<file path="config.mk">
export PLATFORM = sky130hd
export DESIGN_NAME = tour_move_sequencer
export DESIGN_NICKNAME = d
export VERILOG_FILES = /design/src/rtl/tour_move_sequencer.sv
export SDC_FILE = /design/constraint.sdc
export NUM_CORES = 1
export LEC_CHECK = 0
export CORE_MARGIN = 2
export CORE_UTILIZATION = 35
export CTS_BUF_LIST = sky130_fd_sc_hd__clkbuf_4
export CTS_CLUSTER_SIZE = 12
export DETAILED_ROUTE_END_ITERATION = 7
export PLACE_DENSITY = 0.82
export SYNTH_ARGS = -nofsm -noshare
export SYNTH_HDL_FRONTEND = slang
export SYNTH_SLANG_ARGS = --single-unit
</file>
<file path="constraint.sdc">
create_clock -name clk -period 2.99 [get_ports clk]
set_input_delay 0.897 -clock clk [delete_from_list [all_inputs] [get_ports clk]]
set_output_delay 0.897 -clock clk [all_outputs]
set_load 0.03 [all_outputs]
</file>
<file path="src/rtl/tour_move_sequencer.sv">
// Plays back the knight's-tour move table as vertical/horizontal drive legs, passing UART
// commands through while idle. Optional macro TOUR_FANFARE_EN: horizontal legs use opcode 4'h3.
`timescale 1ns/1ps
module tour_move_sequencer #(
  parameter int NUM_MOVES = 24,
  parameter int IDX_W     = 5
) (
  input  logic             clk,
  input  logic             rst_n,
  input  logic             start_tour,
  input  logic [7:0]       move,
  output logic [IDX_W-1:0] indx,
  input  logic [15:0]      cmd_UART,
  input  logic             cmd_rdy_UART,
  output logic             clr_cmd_rdy_UART,
  output logic [15:0]      cmd,
  output logic             cmd_rdy,
  input  logic             clr_cmd_rdy,
  input  logic             send_resp,
  output logic [7:0]       resp,
  output logic             tour_busy
);

  localparam logic [2:0] IDLE  = 3'd0;
  localparam logic [2:0] VERT  = 3'd1;
  localparam logic [2:0] WAITV = 3'd2;
  localparam logic [2:0] HORZ  = 3'd3;
  localparam logic [2:0] WAITH = 3'd4;

  localparam logic [IDX_W-1:0] LAST_IDX = IDX_W'(NUM_MOVES - 1);
  localparam logic [3:0]       VERT_OP  = 4'h2;
`ifdef TOUR_FANFARE_EN
  localparam logic [3:0]       HORZ_OP  = 4'h3;
`else
  localparam logic [3:0]       HORZ_OP  = 4'h2;
`endif

  logic [2:0]       state_q, state_d;
  logic [IDX_W-1:0] indx_q, indx_d;

  logic [1:0]  dx_mag, dy_mag;
  logic        dx_pos, dy_pos;
  logic [15:0] vert_cmd, horz_cmd;

  // Lowest set bit of the one-hot move wins; an empty move decodes to a zero-length leg.
  always_comb begin
    dx_mag = 2'd0;
    dx_pos = 1'b0;
    dy_mag = 2'd0;
    dy_pos = 1'b0;
    casez (move)
      8'b???????1: begin dx_mag = 2'd1; dx_pos = 1'b0; dy_mag = 2'd2; dy_pos = 1'b1; end
      8'b??????10: begin dx_mag = 2'd1; dx_pos = 1'b1; dy_mag = 2'd2; dy_pos = 1'b1; end
      8'b?????100: begin dx_mag = 2'd2; dx_pos = 1'b0; dy_mag = 2'd1; dy_pos = 1'b1; end
      8'b????1000: begin dx_mag = 2'd2; dx_pos = 1'b0; dy_mag = 2'd1; dy_pos = 1'b0; end
      8'b???10000: begin dx_mag = 2'd1; dx_pos = 1'b0; dy_mag = 2'd2; dy_pos = 1'b0; end
      8'b??100000: begin dx_mag = 2'd1; dx_pos = 1'b1; dy_mag = 2'd2; dy_pos = 1'b0; end
      8'b?1000000: begin dx_mag = 2'd2; dx_pos = 1'b1; dy_mag = 2'd1; dy_pos = 1'b0; end
      8'b10000000: begin dx_mag = 2'd2; dx_pos = 1'b1; dy_mag = 2'd1; dy_pos = 1'b1; end
      default:     begin dx_mag = 2'd0; dx_pos = 1'b0; dy_mag = 2'd0; dy_pos = 1'b0; end
    endcase
  end

  assign vert_cmd = {VERT_OP, (dy_pos ? 8'h00 : 8'h7F), {2'b00, dy_mag}};
  assign horz_cmd = {HORZ_OP, (dx_pos ? 8'hBF : 8'h3F), {2'b00, dx_mag}};

  always_comb begin
    state_d          = state_q;
    indx_d           = indx_q;
    cmd              = vert_cmd;
    cmd_rdy          = 1'b0;
    clr_cmd_rdy_UART = 1'b0;
    case (state_q)
      IDLE: begin
        cmd              = cmd_UART;
        cmd_rdy          = cmd_rdy_UART;
        clr_cmd_rdy_UART = clr_cmd_rdy;
        if (start_tour) begin
          indx_d  = '0;
          state_d = VERT;
        end
      end
      VERT: begin
        cmd     = vert_cmd;
        cmd_rdy = 1'b1;
        if (clr_cmd_rdy) state_d = WAITV;
      end
      WAITV: begin
        cmd = vert_cmd;
        if (send_resp) state_d = HORZ;
      end
      HORZ: begin
        cmd     = horz_cmd;
        cmd_rdy = 1'b1;
        if (clr_cmd_rdy) state_d = WAITH;
      end
      WAITH: begin
        cmd = horz_cmd;
        // The last move leaves indx parked on the final index.
        if (send_resp) begin
          if (indx_q == LAST_IDX) begin
            state_d = IDLE;
          end else begin
            indx_d  = indx_q + IDX_W'(1);
            state_d = VERT;
          end
        end
      end
      default: state_d = IDLE;
    endcase
  end

  always_ff @(posedge clk or negedge rst_n) begin
    if (!rst_n) begin
      state_q <= IDLE;
      indx_q  <= '0;
    end else begin
      state_q <= state_d;
      indx_q  <= indx_d;
    end
  end

  assign indx      = indx_q;
  assign tour_busy = (state_q != IDLE);
  assign resp      = ((state_q == IDLE) || ((state_q == WAITH) && (indx_q == LAST_IDX)))
                     ? 8'hA5 : 8'h5A;

endmodule
</file>
==> results of run 1 <==
[repair_timing]
item / CTS / global route
pin swaps: 7 / 5
resized for setup: 98 / 14
setup buffers: 0 / 2
setup endpoints to repair: 11 / 17
[worst max path at each step]
| stage | depth (start not counted) | startpoint | to |
|---|---|---|---|
| after floorplan | 5 | move[4] | cmd[4] |
| after global placement | 7 | move[4] | cmd[6] |
| after detailed placement | 7 | move[4] | cmd[6] |
| after CTS | 7 | move[5] | cmd[6] |
| after global routing | 7 | move[5] | cmd[4] |
| final | 7 | move[5] | cmd[5] |
[worst min-delay path: cells and delay by family (launching register included)]
family	cells	cell delay (ps)
DFF	1	400
and+or+nand+nor	1	60
AOI/OAI and AO/OA	1	60
[cells by family (layout without fill, tap and decap cells)]
family	after synthesis	count (layout)
compound gates	34	34
xor+xnor	3	3
fa+ha+maj	1	1
buf+inv	16	81
flops	8	8
mux	1	1
simple gates	53	53
[layer usage]
layer	vias up	share of wire	track usage
li1	536	-	-
met1	497	0.40	0.235
met2	44	0.53	0.400
met3	4	0.063	0.0429
met4	0	0.0068	0.0598
met5	-	0	0
[where the power goes]
part	internal [mW]	switching (mW)	leakage [nW]
Sequential	0.137	0.0270	0.106
Clock	0.0459	0.0358	0.0138
Combinational	0.557	0.862	0.620
[cell usage in the layout, fill, tap and decap left out, types with 3 or more instances in the layout]
cell type	instances
buf_6	9
nand2_1	17
nor2_1	7
buf_4	22
dfrtp_1	8
o21ai_0	13
inv_1	5
clkbuf_4	3
dlymetal6s2s_1	8
or3_1	4
and2_1	6
nand3_1	3
a21oi_1	6
clkdlybuf4s50_1	27
xnor2_1	3
dlygate4sd2_1	4
[cell type report]
cell class / count / area share
tap: 28 / 0.0218
inverter: 5 / 0.0117
sequential: 8 / 0.124
timing repair buffer: 73 / 0.430
multi-input combinational: 92 / 0.399
clock buffer: 3 / 0.0140
[registers in the layout (all words and copies together), names as in the netlist]
register	count
indx	5
state_q	3
[through the flow]
stage	hold slack (ps)	area [um2]	instances
after floorplan	546	838	116
after global placement	531	1490	206
after detailed placement	557	1490	206
after CTS	572	1550	209
after global routing	624	1610	209
final	565	1610	209
==> results.sh, run 1 <==
export IMPL_drt_first_pass_iters=4
export IMPL_drive_above_1_share=0.293
export IMPL_synth_compound_area_share=0.256
export IMPL_layout_min_cycle_time_ps=3270
export IMPL_ant_nets=0
export IMPL_power_density_nw_per_um2=1030
export IMPL_clk_path_buf_depth=2
export IMPL_crit_type="in -> out"
export IMPL_crit_family="simple AND/OR/NAND/NOR gates"
export IMPL_hold_buffers=0
export IMPL_cts_max_level=1
export IMPL_nets=214
export IMPL_clkSinkCount=8
export IMPL_p_total_mw=1.66
export IMPL_critical_path_max_stage_delay_ps=540
export IMPL_finalHoldViolCount=0
export IMPL_min_path_type="reg -> reg"
export IMPL_viasPerCell=5.17
export IMPL_fin_worst_skew_ps=2.62
export IMPL_syn_area_per_cell_um2=7.19
export IMPL_clkTransAtPathRegs_ps=50
export IMPL_async_flop_share=1.00
export IMPL_antenna_found_initial=0
export IMPL_min_from="indx[0]"
export IMPL_clock_latency_ps=250
export IMPL_drc_errors=0
export IMPL_dp_hpwl_um=2260
export IMPL_grt_pass1_vias=1031
export IMPL_cap_viol_max_count=0
export IMPL_final_setup_viol_count=9
export IMPL_fin_util=0.721
export IMPL_synth_cell_types=35
export IMPL_cp_arrival_ps=2380
export IMPL_synth_top_area_share=0.240
export IMPL_insertedDiodeCount=0
export IMPL_peakVddDrop_uv=693
export IMPL_reg2reg_slack_ps=1130
export IMPL_critical_path_buf_inv_count=2
export IMPL_dpl_worst_slack_ps=-1040
export IMPL_finalCritPeriodShare=1.09
export IMPL_seqCellArea_um2=200
export IMPL_drtIter0Drc=17
export IMPL_wirelength_um=3090
export IMPL_synth_edff_count=0
export IMPL_fillCellCount=194
export IMPL_synthAdderAreaFrac=0.0150
export IMPL_netlist_instances=116
export IMPL_crit_top_cell="buf_6"
export IMPL_cp_slowest_cell="or4b_4"
export IMPL_vias=1081
export IMPL_crit_required_ps=2090
export IMPL_grtUsageTotal=0.212
export IMPL_rsz0062_at_grt="true"
export IMPL_wire_per_inst_um=14.8
export IMPL_critical_path_cell_chain="buf_6, or4b_4, o211a_4, a21o_1, o21ai_4, nand2_1, buf_6"
export IMPL_clock_root_buffer="clkbuf_4"
export IMPL_synth_area_top_cells="dfrtp_1, o21ai_0, nand2_1, buf_4, and2_1"
export IMPL_syn_cell_area_um2=835
export IMPL_multiInputGateArea_um2=642
export IMPL_violations="setup timing"
export IMPL_grt_pass1_wl_um=4460
export IMPL_overflow=0
export IMPL_yosysTopAreaCell="dfrtp_1"
export IMPL_grt_max_degree=19
export IMPL_leakagePower_nw=0.740
export IMPL_yosysMostFrequentCell="nand2_1"
export IMPL_outcome="finished, violations left"
export IMPL_fp_row_count=17
export IMPL_worst_setup_path_start_kind="primary input"
export IMPL_hold_path_depth=2
export IMPL_ys_top_cells_by_count="nand2_1, o21ai_0, nor2_1, dfrtp_1, a21oi_1"
export IMPL_core_area_um2=2230
export IMPL_rr_endpoint="indx[3]"
export IMPL_crit_reg2reg_launch="state_q[2]"
export IMPL_cts_tree="done"
export IMPL_max_freq_mhz=306
export IMPL_synth_main_ff_cell="dfrtp_1"
export IMPL_syn2layout_area_growth_pct=93.0
export IMPL_die_w_um=52.8
export IMPL_end_kind="output port"
export IMPL_drv_slew=0
export IMPL_ys_ff_latch=8
export IMPL_synthSimpleGateAreaFrac=0.343
export IMPL_die_h_um=52.8
export IMPL_die_area_um2=2790
export IMPL_boundaryPins=62
export IMPL_portBuffers=61
export IMPL_synth_top_family_by_area="simple AND/OR/NAND/NOR gates"
export IMPL_slew_headroom=0.756
export IMPL_gp_congestion=0.843
export IMPL_ys_seq_area_frac=0.240
export IMPL_holdPathEnd="indx[0]"
export IMPL_crit_fanout=6
export IMPL_cts_made_buffers=3
export IMPL_reg2reg_depth=5
export IMPL_tns_ps=-1680
export IMPL_syn_nets=147
export IMPL_yosysWarnings=0
export IMPL_start_util=0.374
export IMPL_worst_slack_ps=-283
export IMPL_synthMuxAreaShare=0.0135
export IMPL_synth_xor_area_frac=0.0315
export IMPL_worst_pin_slew_ps=365
Note: power is estimated with default switching activity, not from simulation.
==> inputs of run 2 (changes only) <==
clock period = 3.1 ns   (was 2.99 ns; I/O delays follow)
==> run 2 against run 1 <==
Net effect: the flow still finishes with violations (setup timing); combinational power down 4%; die area unchanged; register-to-register slack gained 60 ps; final cell count is the same; first-iteration DRC count is 5.9% lower; non-clock buffer count stayed put; via count is 4.6% higher; count of clock-buffer cells in the layout unchanged; hold slack lost 11 ps; highest routed layer unchanged.
==> results.sh, run 2 (same netlist as run 1, synthesis figures left out) <==
export IMPL_min_from="indx[1]"
export IMPL_syn2layout_area_growth_pct=93.4
export IMPL_grt_max_degree=18
export IMPL_reg2reg_slack_ps=1190
export IMPL_cts_tree="done"
export IMPL_slew_headroom=0.742
export IMPL_clk_path_buf_depth=2
export IMPL_boundaryPins=62
export IMPL_ant_nets=0
export IMPL_core_area_um2=2230
export IMPL_place_area_um2=1490
export IMPL_wirelength_um=3130
export IMPL_critical_path_cell_chain="buf_6, or4b_4, o211a_4, a21o_1, o21ai_4, nand2_1, buf_6"
export IMPL_crit_type="in -> out"
export IMPL_dpl_worst_slack_ps=-980
export IMPL_drc_errors=0
export IMPL_layout_commonest_cell="clkdlybuf4s50_1"
export IMPL_worst_pin_slew_ps=387
export IMPL_overflow=0
export IMPL_leakagePower_nw=0.740
export IMPL_rr_endpoint="indx[3]"
export IMPL_clock_root_buffer="clkbuf_4"
export IMPL_gp_congestion=0.825
export IMPL_vias=1131
export IMPL_clkTransAtPathRegs_ps=50
export IMPL_end_kind="output port"
export IMPL_cts_max_level=1
export IMPL_power_density_nw_per_um2=1000
export IMPL_cts_made_buffers=3
export IMPL_rsz0062_at_grt="true"
export IMPL_wire_per_inst_um=15.0
export IMPL_die_w_um=52.8
export IMPL_cp_arrival_ps=2370
export IMPL_worst_setup_path_start_kind="primary input"
export IMPL_final_area_um2=1610
export IMPL_drive_above_1_share=0.304
export IMPL_peakVddDrop_uv=759
export IMPL_p_total_mw=1.61
export IMPL_drt_first_pass_iters=5
export IMPL_final_setup_viol_count=7
export IMPL_grtUsageTotal=0.216
export IMPL_fin_worst_skew_ps=4.83
export IMPL_finalNonFillerCells=209
export IMPL_portBuffers=61
export IMPL_crit_reg2reg_launch="state_q[2]"
export IMPL_crit_family="simple AND/OR/NAND/NOR gates"
export IMPL_critical_path_max_stage_delay_ps=540
export IMPL_viasPerCell=5.41
export IMPL_clock_latency_ps=250
export IMPL_cap_viol_max_count=0
export IMPL_hold_buffers=0
export IMPL_die_area_um2=2790
export IMPL_cp_slowest_cell="or4b_4"
export IMPL_die_h_um=52.8
export IMPL_insertedDiodeCount=0
export IMPL_violations="setup timing"
export IMPL_layout_min_cycle_time_ps=3300
export IMPL_grt_pass1_vias=1032
export IMPL_min_path_type="reg -> reg"
export IMPL_dp_cells=205
export IMPL_finalHoldViolCount=0
export IMPL_grt_pass1_wl_um=4620
export IMPL_tns_ps=-1130
export IMPL_holdPathEnd="indx[1]"
export IMPL_finalCritPeriodShare=1.06
export IMPL_worst_hold_slack_ps=555
export IMPL_drv_slew=0
export IMPL_hold_path_depth=2
export IMPL_fin_util=0.723
export IMPL_critical_path_buf_inv_count=2
export IMPL_nets=214
export IMPL_antenna_found_initial=0
export IMPL_start_util=0.374
export IMPL_crit_required_ps=2170
export IMPL_max_freq_mhz=303
export IMPL_outcome="finished, violations left"
export IMPL_reg2reg_depth=5
export IMPL_dp_hpwl_um=2240
export IMPL_final_cell_mix="clkdlybuf4s50_1, buf_4, nand2_1, o21ai_0, buf_6"
export IMPL_fp_row_count=17
export IMPL_largest_reg_flops=5
export IMPL_worst_slack_ps=-199
export IMPL_crit_fanout=6
export IMPL_clkSinkCount=8
export IMPL_drtIter0Drc=16
export IMPL_crit_top_cell="buf_6"
-- run 2: cell count changes in the layout (fill, tap and decap cells not counted), sizes merged --
cell	change
buf	-3
clkbuf	+2
clkdlybuf4s50	+3
dlygate4sd2	-2
-- run 2: worst max path at each step --
stage,startpoint,end,cells after the start
after detailed placement,move[4],cmd[8],7
after global placement,move[4],cmd[4],7
after floorplan,move[4],cmd[4],5
after global routing,move[5],cmd[6],7
final,move[5],cmd[7],7
after CTS,move[5],cmd[8],7
-- run 2: what timing repair did --
item                       in CTS  in global routing
gates resized for setup        95                 24
setup endpoints to repair      14                 18
setup buffers                   0                  1
pin swaps                       8                  9
-- run 2: area by class of cell --
cell class | instances | area, um2
tap | 28 | 35.0
timing repair buffer | 73 | 689
sequential | 8 | 200
fill | 192 | 619
inverter | 5 | 18.8
multi-input combinational | 92 | 648
clock buffer | 3 | 22.5
-- run 2: where the power goes --
part	internal [mW]	leakage, nW	switching (mW)	total [mW]
Clock	0.0444	0.0138	0.0366	0.0810
Sequential	0.132	0.106	0.0286	0.161
Combinational	0.541	0.620	0.832	1.37
Total	0.718	0.740	0.897	1.61
-- run 2: worst register-to-register path, delay by kind of cell (launching register included) --
kind            cells  cell delay (ps)
compound gates      2              300
buf+inv             1              250
flops               1              480
simple gates        2              810
-- run 2: routing by layer --
metal / share of wire / wire, um / vias up / track usage
met3: 0.068 / 213 / 4 / 0.0229
met1: 0.37 / 1140 / 551 / 0.251
met4: 0.013 / 40 / 0 / 0.0385
met5: 0 / 0 / - / 0
li1: - / - / 535 / -
met2: 0.55 / 1730 / 41 / 0.419
==> inputs of run 3 (changes only) <==
CORE_UTILIZATION = 34   (was 35)
CTS_BUF_LIST = default   (was sky130_fd_sc_hd__clkbuf_4)
PLACE_DENSITY = default   (was 0.82)
PLACE_DENSITY_LB_ADDON = 0.1   (was default)
==> run 3 against run 2 <==
Net effect: the run still ends with setup timing left; register-to-register slack hardly changed; via count is 1.9% lower; flip-flop and latch count stayed put; total power is 0.10% lower; clock power is 0.9% lower; setup slack worse by 1.0 ps.
==> results.sh, run 3 (same netlist as run 1, synthesis figures left out) <==
export IMPL_cp_arrival_ps=2370
export IMPL_cts_tree="done"
export IMPL_antenna_found_initial=0
export IMPL_viasPerCell=5.28
export IMPL_crit_type="in -> out"
export IMPL_cts_made_buffers=3
export IMPL_worst_slack_ps=-200
export IMPL_clock_root_buffer="clkbuf_4"
export IMPL_die_area_um2=2870
export IMPL_worst_pin_slew_ps=380
export IMPL_peakVddDrop_uv=698
export IMPL_largest_reg_flops=5
export IMPL_drc_errors=0
export IMPL_dpl_worst_slack_ps=-984
export IMPL_fin_worst_skew_ps=4.45
export IMPL_die_h_um=53.5
export IMPL_fin_util=0.711
export IMPL_start_util=0.367
export IMPL_crit_reg2reg_launch="state_q[2]"
export IMPL_final_setup_viol_count=7
export IMPL_power_switching_mw=0.890
export IMPL_syn2layout_area_growth_pct=94.0
export IMPL_seq_power_share=0.100
export IMPL_grt_pass1_vias=989
export IMPL_min_path_type="reg -> reg"
export IMPL_critical_path_max_stage_delay_ps=540
export IMPL_crit_fanout=6
export IMPL_slew_headroom=0.746
export IMPL_p_int_mw=0.723
export IMPL_swShare=0.552
export IMPL_cp_slowest_cell="or4b_4"
export IMPL_max_freq_mhz=303
export IMPL_gp_congestion=0.760
export IMPL_crit_top_cell="buf_6"
export IMPL_outcome="finished, violations left"
export IMPL_hold_buffers=0
export IMPL_drv_slew=0
export IMPL_clock_power_share=0.050
export IMPL_nets=215
export IMPL_end_kind="output port"
export IMPL_layout_commonest_cell="clkdlybuf4s50_1"
export IMPL_insertedDiodeCount=0
export IMPL_crit_required_ps=2170
export IMPL_min_from="indx[1]"
export IMPL_grtUsageTotal=0.200
export IMPL_clk_path_buf_depth=2
export IMPL_leakagePower_nw=0.744
export IMPL_layout_min_cycle_time_ps=3300
export IMPL_vias=1109
export IMPL_core_area_um2=2280
export IMPL_cap_viol_max_count=0
export IMPL_critical_path_buf_inv_count=2
export IMPL_cts_max_level=1
export IMPL_dp_hpwl_um=2150
export IMPL_finalHoldViolCount=0
export IMPL_fillCellCount=180
export IMPL_rsz0062_at_grt="true"
export IMPL_critical_path_cell_chain="buf_6, or4b_4, o211a_4, a21o_1, o21ai_4, nand2_1, buf_6"
export IMPL_final_cell_mix="clkdlybuf4s50_1, buf_4, o21ai_0, nand2_1, buf_6"
export IMPL_ant_nets=0
export IMPL_drt_first_pass_iters=4
export IMPL_crit_path_start="move[5]"
export IMPL_overflow=0
export IMPL_crit_family="simple AND/OR/NAND/NOR gates"
export IMPL_clkSinkCount=8
export IMPL_worst_setup_path_start_kind="primary input"
export IMPL_clock_latency_ps=260
export IMPL_violations="setup timing"
export IMPL_grt_pass1_wl_um=4250
export IMPL_drtIter0Drc=33
export IMPL_power_density_nw_per_um2=996
export IMPL_wirelength_um=2890
export IMPL_wire_per_inst_um=13.8
export IMPL_drive_above_1_share=0.324
export IMPL_clkTransAtPathRegs_ps=60
export IMPL_fp_row_count=17
export IMPL_finalCritPeriodShare=1.06
export IMPL_boundaryPins=62
export IMPL_grt_max_degree=16
export IMPL_portBuffers=61
export IMPL_p_comb_frac=0.850
export IMPL_die_w_um=53.5
## run 3: path summary, 6_finish.rpt
check / to / slack, ps / depth (start not counted)
max: cmd[4] / -200 / 7
min: indx[1] / 560 / 2
max reg2reg: indx[3] / 1180 / 5
min reg2reg: indx[1] / 560 / 2
max in group asynchronous: state_q[1] / 1880 / 1
min in group asynchronous: indx[3] / 950 / 1
## run 3: what timing repair did
| action | 4_1_cts | 5_1_grt |
|---|---|---|
| pin swaps | 12 | 16 |
| setup buffers | 0 | 1 |
| resized for setup | 95 | 23 |
| endpoints found under the hold margin | 0 | 0 |
| endpoints found under the setup margin | 11 | 18 |
| cloned | 0 | 0 |
## run 3: metal layers
| metal | up-vias | wire length, um | global-route usage |
|---|---|---|---|
| met1 | 521 | 1180 | 0.247 |
| li1 | 538 | - | - |
| met5 | - | 0 | 0 |
| met4 | 0 | 0 | 0.0128 |
| met2 | 50 | 1510 | 0.358 |
| met3 | 0 | 199 | 0.0611 |
## run 3: area by class of cell
class	count	area (um2)	area share
repair buffers	74	699	0.432
multi-input cells	92	643	0.397
well taps	28	35.0	0.0216
flip-flops and latches	8	200	0.124
inverters	5	18.8	0.0116
clock buffers	3	22.5	0.0139
## run 3: power groups by stage
stage          sequential (mW)  combinational, mW  clock, mW
4_1_cts                  0.161               1.36     0.0819
6_report                 0.161               1.37     0.0803
2_1_floorplan            0.184              0.830          0
3_3_place_gp             0.161               1.31          0
3_5_place_dp             0.163               1.33          0
5_1_grt                  0.167               1.46     0.0889
## run 3: worst register-to-register path: stages, from the launching register on
cell and delay [ps]:
dfrtp_1 500, buf_4 250, nor4b_4 400, a41oi_2 150, or3_1 410, a21oi_1 140
## run 3: stage by stage
stage | instance area, um2 | hold WS (ps) | power (mW) | setup TNS, ps | std cells
final | 1620 | 564 | 1.61 | -1140 | 210
after global routing | 1620 | 618 | 1.72 | -1550 | 210
after CTS | 1550 | 563 | 1.60 | -1180 | 209
after detailed placement | 1490 | 528 | 1.49 | -8630 | 206
after global placement | 1490 | 519 | 1.47 | -8250 | 206
after floorplan | 838 | 546 | 1.01 | -122 | 116
